<file path="config.mk">
export PLATFORM = sky130hd
export DESIGN_NAME = data_mem_pipe
export DESIGN_NICKNAME = d
export VERILOG_FILES = /design/src/rtl/data_mem_pipe.sv
export SDC_FILE = /design/constraint.sdc
export NUM_CORES = 2
export LEC_CHECK = 0
export CAP_MARGIN = 30
export CORE_UTILIZATION = 25
export CTS_CLUSTER_DIAMETER = 120
export DETAILED_ROUTE_END_ITERATION = 7
export GPL_ROUTABILITY_DRIVEN = 1
export PLACE_DENSITY = 0.48
export SETUP_SLACK_MARGIN = 0.1
export SLEW_MARGIN = 20
export SYNTH_ARGS = -nofsm -noshare
export SYNTH_HDL_FRONTEND = slang
export SYNTH_SLANG_ARGS = --single-unit
</file>
<file path="constraint.sdc">
create_clock -name clk -period 7.49 [get_ports clk]
set_input_delay 1.498 -clock clk [delete_from_list [all_inputs] [get_ports clk]]
set_output_delay 1.498 -clock clk [all_outputs]
set_load 0.02 [all_outputs]
</file>
<file path="src/rtl/data_mem_pipe.sv">
// data_mem_pipe: data memory with pipelined reads, hardware clear engine and Ready/DataValid handshake.
module data_mem_pipe #(
  parameter int DATA_W        = 8,
  parameter int ADDR_W        = 8,
  parameter int DEPTH         = 256,
  parameter int RD_LAT        = 1,
  parameter int INIT_ON_RESET = 1
) (
  input  logic              clk,
  input  logic              Reset_n,
  input  logic              ReadMem,
  input  logic              WriteMem,
  input  logic [ADDR_W-1:0] DataAddress,
  input  logic [DATA_W-1:0] DataIn,
  input  logic              ClearMem,
  output logic              Ready,
  output logic [DATA_W-1:0] DataOut,
  output logic              DataValid,
  output logic              AddrErr
);
  localparam int IW = DEPTH > 1 ? $clog2(DEPTH) : 1;
  localparam int CW = $clog2(DEPTH) + 1;
  typedef enum logic {INIT, READY} state_t;
  state_t state, state_n;
  logic [CW-1:0] cnt, cnt_n;
  logic [DATA_W-1:0] mem [DEPTH];
  logic [IW-1:0] idx;
  logic in_range, clr_acc, rd_acc, wr_acc;
  logic v1, v2, e1, e2, we;
  logic [DATA_W-1:0] d1, d2;
  assign idx      = DataAddress[IW-1:0];
  assign in_range = {1'b0, DataAddress} < (ADDR_W+1)'(DEPTH);
  assign Ready    = state == READY && Reset_n;
  assign clr_acc  = Ready & ClearMem;
  assign rd_acc   = Ready & ReadMem & ~ClearMem;
  assign wr_acc   = Ready & WriteMem & ~ClearMem;
  always_comb begin
    state_n = state;
    cnt_n   = cnt;
    if (state == INIT) begin
      cnt_n = cnt + 1'b1;
      if (cnt == CW'(DEPTH - 1)) begin
        state_n = READY;
        cnt_n   = '0;
      end
    end else if (clr_acc) begin
      state_n = INIT;
      cnt_n   = '0;
    end
  end
  always_ff @(posedge clk or negedge Reset_n)
    if (!Reset_n) begin
      state <= INIT_ON_RESET != 0 ? INIT : READY;
      cnt   <= '0;
    end else begin
      state <= state_n;
      cnt   <= cnt_n;
    end
  always_ff @(posedge clk)
    if (state == INIT) mem[cnt[IW-1:0]] <= '0;
    else if (wr_acc && in_range) mem[idx] <= DataIn;
  // A same-cycle out-of-range read already raises AddrErr, so the write's pulse is suppressed.
  always_ff @(posedge clk or negedge Reset_n)
    if (!Reset_n) begin
      {v1, v2, e1, e2, we} <= '0;
      d1 <= '0;
      d2 <= '0;
    end else begin
      v1 <= rd_acc;
      d1 <= rd_acc && in_range ? mem[idx] : '0;
      e1 <= rd_acc & ~in_range;
      v2 <= v1;
      d2 <= d1;
      e2 <= e1;
      we <= wr_acc & ~in_range & ~rd_acc;
    end
  assign DataValid = RD_LAT == 2 ? v2 : v1;
  assign DataOut   = RD_LAT == 2 ? d2 : d1;
  assign AddrErr   = (RD_LAT == 2 ? e2 : e1) | we;
endmodule

</file>
Word-level counts from Yosys, hierarchy flattened

Memories as Yosys holds them, arrays and structs flattened.
Index checks and enable logic that the tools add are counted.
Widths: inputs -> output; s select.

Reductions and logical operators: 2
Shifts and indexed selects: 0
Multiplexer cells: 14
Multipliers: 0
$lt $le $gt $ge: 0
Equality and inequality tests: 2
Add/subtract/negate cells: 1
Div/mod/pow operators: 0
Bitwise logic cells: 6

Operators by type and width:

| operator            | number |
|---|---|
| $mux 9              | 3 |
| $mux 8              | 3 |
| $add 9x1->9 const B | 1 |
| $eq 9x8->1 const B  | 1 |
| $mux 1              | 8 |
| $reduce_or 8->1     | 1 |
| $and 1x1->1         | 5 |
| $ne 2x1->1 const B  | 1 |
| $logic_and 1x1->1   | 1 |
| $not 1->1           | 1 |

Output and inout port bits: 11
Input bits: 21
Bits in read-only memories: 0
Memory bits (writable): 2048
Register bits: 19
Logic and storage cells: 30
Memories kept: 1
Bits in latches: 0

Memories:

| name | words | bits a word | read ports | clocked after memory_dff | write ports | RTL line | RTL |
|---|---|---|---|---|---|---|---|
| mem  | 256   | 8           | 1          | 0                        | 1           | 26       | `logic [DATA_W-1:0] mem [DEPTH];` |

Depth between registers and ports, before layout

Word-level depth: 8
Gate-level depth with buffers: 13
Depth with buffers taken out: 8

Worst setup path after synthesis

No wires, ideal clock.

Kind: input to register
Start: in Reset_n
End: mem mem[0][0], data pin
Path buffers: 2
Data required time: 6620 ps
Stages: 5
Library setup time: 870 ps
Slack: 851 ps
Arrival time: 5769 ps
Path through: and2_0 and3b_1 clkbuf_1 clkbuf_1 and2_1

Cells in the longest elaborated chain, start to end: 8

RTL lines:

| what                             | RTL line | RTL |
|---|---|---|
| from (decl)                      | 10       | `input logic Reset_n,` |
| $logic_and 1x1->1                | 33       | `assign Ready = state == READY && Reset_n;` |
| $and 1x1->1 (2 in a row)         | 36       | `assign wr_acc = Ready & WriteMem & ~ClearMem;` |
| $mux 1                           | 61       | `else if (wr_acc && in_range) mem[idx] <= DataIn;` |
| $mux 1                           | 60       | `if (state == INIT) mem[cnt[IW-1:0]] <= '0;` |
| $mux 1 (not written as such)     | 61       |  |
| $reduce_or 8->1 (no source line) | --       |  |
| $mux 8 (no source line)          | --       |  |
| to (decl)                        | 26       |  |

Every way passes these cells.

Final worst setup path

Start: in Reset_n
End: mem mem[233][0], enable pin

Cells in the longest elaborated chain, start to end: 8
Elaborated cells on any way between the ends: 9
Those cells by class: mux (5); bitwise (2); reduce/logical (2)

RTL lines:

| what                                              | RTL line |
|---|---|
| $logic_and 1x1->1 *                               | 33 |
| $and 1x1->1 * (2 in a row)                        | 36 |
| $mux 1 *                                          | 61 |
| $mux 1 *                                          | 60 |
| $mux 1 (not written as such) *                    | 61 |
| $reduce_or 8->1 (no source line)                  | -- |
| $mux 8 (no source line) or $mux 1 (tied branches) | -- |

Every way passes the cells marked *; elsewhere a longest branch is shown, timed or not.

==> impl_metrics.ini <==
[grt]
gr-usage-met1 = 0.199
grt_pass1_wl_um = 341000
first_global_vias = 41800
grt_use_met2 = 0.243
grt_max_degree = 134
grt_overflow = 0
grt_antenna_before_repair = 8
grtUsageMet3 = 0.0214
track_usage = 0.147
top_usage_layer = met2

[timing]
setup_ws_ns = 2.31
rsz0062_at_grt = no
slew_violations = 0
timing.fmax_mhz = 193
hold_viol_final = 0
fin_crit_ns = 5.18
tightest_slew_ns = 1.12
tns_ns = 0
fin_crit_sh = 0.691
clock_skew_ns = 0.0583
timing.slew.headroom = 0.251
setup_viol = 0

[clocking]
cts.sinks = 2067
clk_latency_ns = 0.87
cts_hold_buf = 0
clk_path_buf_depth = 3
cts.clk_slew.worst_paths_ns = 0.06
htreeDepth = 4
cts_setup_buffers = 0
numCtsBuffers = 218
cts_tree = yes
root_buffer = clkbuf_16
cts.repair.resized = 0

[floorplanning]
die_height_um = 572
num_rows = 209
dieArea_um2 = 328000
core_area_um2 = 324000
start_util = 0.251
num_io_pins = 32
dieWidth_um = 572

[worst_setup_path]
crit_start = Reset_n
crit_type = input port to register
r2r_start = state$_DFF_PN0_
endpoint = mem[233][0]$_DFFE_PP_
crit_path_max_fanout = 17
critPathCaptureType = register
arrival_ns = 5.62
r2r_end = mem[233][0]$_DFFE_PP_
cp-start-kind = input port
reg2regPathDepth = 6
r2r_setup_slack_ns = 2.54
cp.required_ns = 7.93

[routing]
vias = 40900
drtIter0Drc = 3919
wl_per_cell_um = 28.1
dr.pass1.iters = 6
postRouteAntennaNets = 0
post_drt_via_cell_ratio = 4.72
drc = 0
routed_wl_um = 243000

[placement]
hpwl_um = 149000
port_buffers = 30
dpl-instance-area_um2 = 86800
dp_slack_ns = 1.45
place_congestion = 0.826

[pwr]
internal_power_mw = 19.4
power_leakage_nw = 30.1
p_per_area_nw_per_um2 = 269
ir_drop_mv = 0.209
combPwrFrac = 0.068
swShare = 0.234
seqPwrFrac = 0.506
p_switching_mw = 5.92
pwr-share-clk = 0.426

[synthesis]
synth-edff-count = 2048
ys_ff_latch = 2067
synth_ff_type = edfxtp_1
yosysSeqAreaShare = 0.762
synth.net_count = 4048
synthDistinctLibCells = 76
syn-instance-count = 4026
syn_area_um2 = 81300
async_flop_share = 0.00919
yosys_warnings = 0
syn_avg_cell_area_um2 = 20.2

[cells_and_area]
syn_to_final_growth_pct = 15.5
multiInputGateArea_um2 = 17700
drive_gt1_frac = 0.204
nNetsFinal = 4191
seq_area_um2 = 62000
num-fill-cells = 31700
utilization = 0.290
final_cell_area_um2 = 93900

[outcome]
status = completed

[run]
drv_cap = 0

[min_path]
hold_path_class = register to register
through the flow:
| step | power, mW | cells | hold WS, ns |
|---|---|---|---|
| 2_1_floorplan | 13.9 | 4026 | 0.481 |
| 3_3_place_gp | 14.7 | 8266 | 0.497 |
| 3_5_place_dp | 14.8 | 8271 | 0.516 |
| 4_1_cts | 25.5 | 8673 | 0.530 |
| 5_1_grt | 25.9 | 8678 | 0.563 |
| 6_report | 25.3 | 8678 | 0.536 |
power groups by stage:
stage	Sequential, mW	Combinational [mW]	Clock, mW
after CTS	12.8	1.73	11.0
after global routing	12.8	1.78	11.4
after floorplan	13.0	0.911	0
after global placement	13.0	1.72	0
after detailed placement	13.0	1.73	0
final	12.8	1.72	10.8
synthesized netlist by cell type (5+ instances only):
master / n / area [um^2]
nor2_1: 325 / 1220
or3_1: 5 / 31.3
and3_1: 6 / 37.5
buf_4: 12 / 90.1
o311ai_0: 6 / 52.6
a221oi_1: 9 / 78.8
buf_12: 7 / 140
and2_1: 21 / 131
dfrtp_1: 19 / 475
a211oi_1: 12 / 90.1
a21o_1: 7 / 52.6
nor3_1: 19 / 95.1
nand2b_1: 10 / 62.6
o21ai_0: 43 / 215
nand2_1: 104 / 390
o31ai_1: 11 / 82.6
a31oi_1: 32 / 200
nand3_1: 53 / 265
o211ai_1: 8 / 60.1
mux2_2: 13 / 146
a311oi_1: 5 / 43.8
edfxtp_1: 2048 / 61500
buf_8: 12 / 180
o221ai_1: 71 / 622
nor2b_1: 7 / 43.8
mux2i_1: 288 / 2880
mux4_2: 390 / 8780
buf_1: 12 / 45.0
buf_6: 52 / 586
nand3b_1: 11 / 82.6
clkbuf_1: 101 / 379
buf_2: 44 / 220
a21oi_1: 67 / 335
mux4_1: 15 / 394
a22oi_1: 28 / 210
o22ai_1: 80 / 500
flip-flops by register name, indices dropped and copies added (netlist names):
register   count
DataValid      1
state          1
DataOut        8
mem         2048
cnt            9
kinds of logic (layout without fill, tap and decap cells):
family,after synthesis,in the layout,share of synthesized area
buffers and inverters,247,572,0.0207
adders and majority gates,1,1,0.000154
and+or+nand+nor,580,580,0.0308
muxes,706,706,0.150
DFF,2067,2067,0.762
other,1,3,0.0000461
AOI/OAI and AO/OA,424,424,0.0361
worst max-delay path, cell delays in order:
cell	delay, ns
clkdlybuf4s50_1	0.47
and2_0	0.20
nand3b_1	0.66
o21ai_1	0.76
nand3_1	0.83
buf_4	0.53
nor2_1	0.60
cells in the final DEF (no fill, tap or decap), drive strengths merged, types with 22 or more instances in the layout:
cell / netlist / final
o22ai: 80 / 80
mux4: 405 / 405
clkbuf: 105 / 265
a21oi: 67 / 67
a31oi: 32 / 32
nand3: 53 / 53
bufinv: 0 / 22
buf: 139 / 141
nor2: 326 / 326
mux2i: 288 / 288
o221ai: 71 / 71
clkdlybuf4s50: 0 / 25
and2: 22 / 22
clkinv: 1 / 98
nand2: 104 / 104
a22oi: 28 / 28
edfxtp: 2048 / 2048
o21ai: 46 / 46
cell type report:
class | count | area share
Clock inverter | 138 | 0.0153
Clock buffer | 264 | 0.0604
Antenna cell | 2 | 0.0000533
Inverter | 3 | 0.000173
Tap cell | 4325 | 0.0576
Multi-Input combinational cell | 1712 | 0.189
Timing Repair Buffer | 167 | 0.0181
Sequential cell | 2067 | 0.660
routing by layer:
| layer | vias to the layer above | wire length [um] | share of wire |
|---|---|---|---|
| met5 | - | 11 | 0.000045 |
| li1 | 17000 | - | - |
| met3 | 364 | 12900 | 0.053 |
| met1 | 22200 | 105000 | 0.43 |
| met4 | 2 | 7950 | 0.033 |
| met2 | 1388 | 118000 | 0.48 |
worst min-delay path by stage:
stage / start / to / slack [ns] / depth (start not counted)
global placement: cnt[8]$_DFFE_PN0P_ / cnt[8]$_DFFE_PN0P_ / 0.50 / 1
CTS: cnt[8]$_DFFE_PN0P_ / cnt[8]$_DFFE_PN0P_ / 0.53 / 1
global route: cnt[8]$_DFFE_PN0P_ / cnt[8]$_DFFE_PN0P_ / 0.56 / 1
finish: cnt[8]$_DFFE_PN0P_ / cnt[8]$_DFFE_PN0P_ / 0.54 / 1
detailed placement: cnt[8]$_DFFE_PN0P_ / cnt[8]$_DFFE_PN0P_ / 0.52 / 1
floorplan: cnt[8]$_DFFE_PN0P_ / cnt[8]$_DFFE_PN0P_ / 0.48 / 1
(Power assumes the default switching activity.)
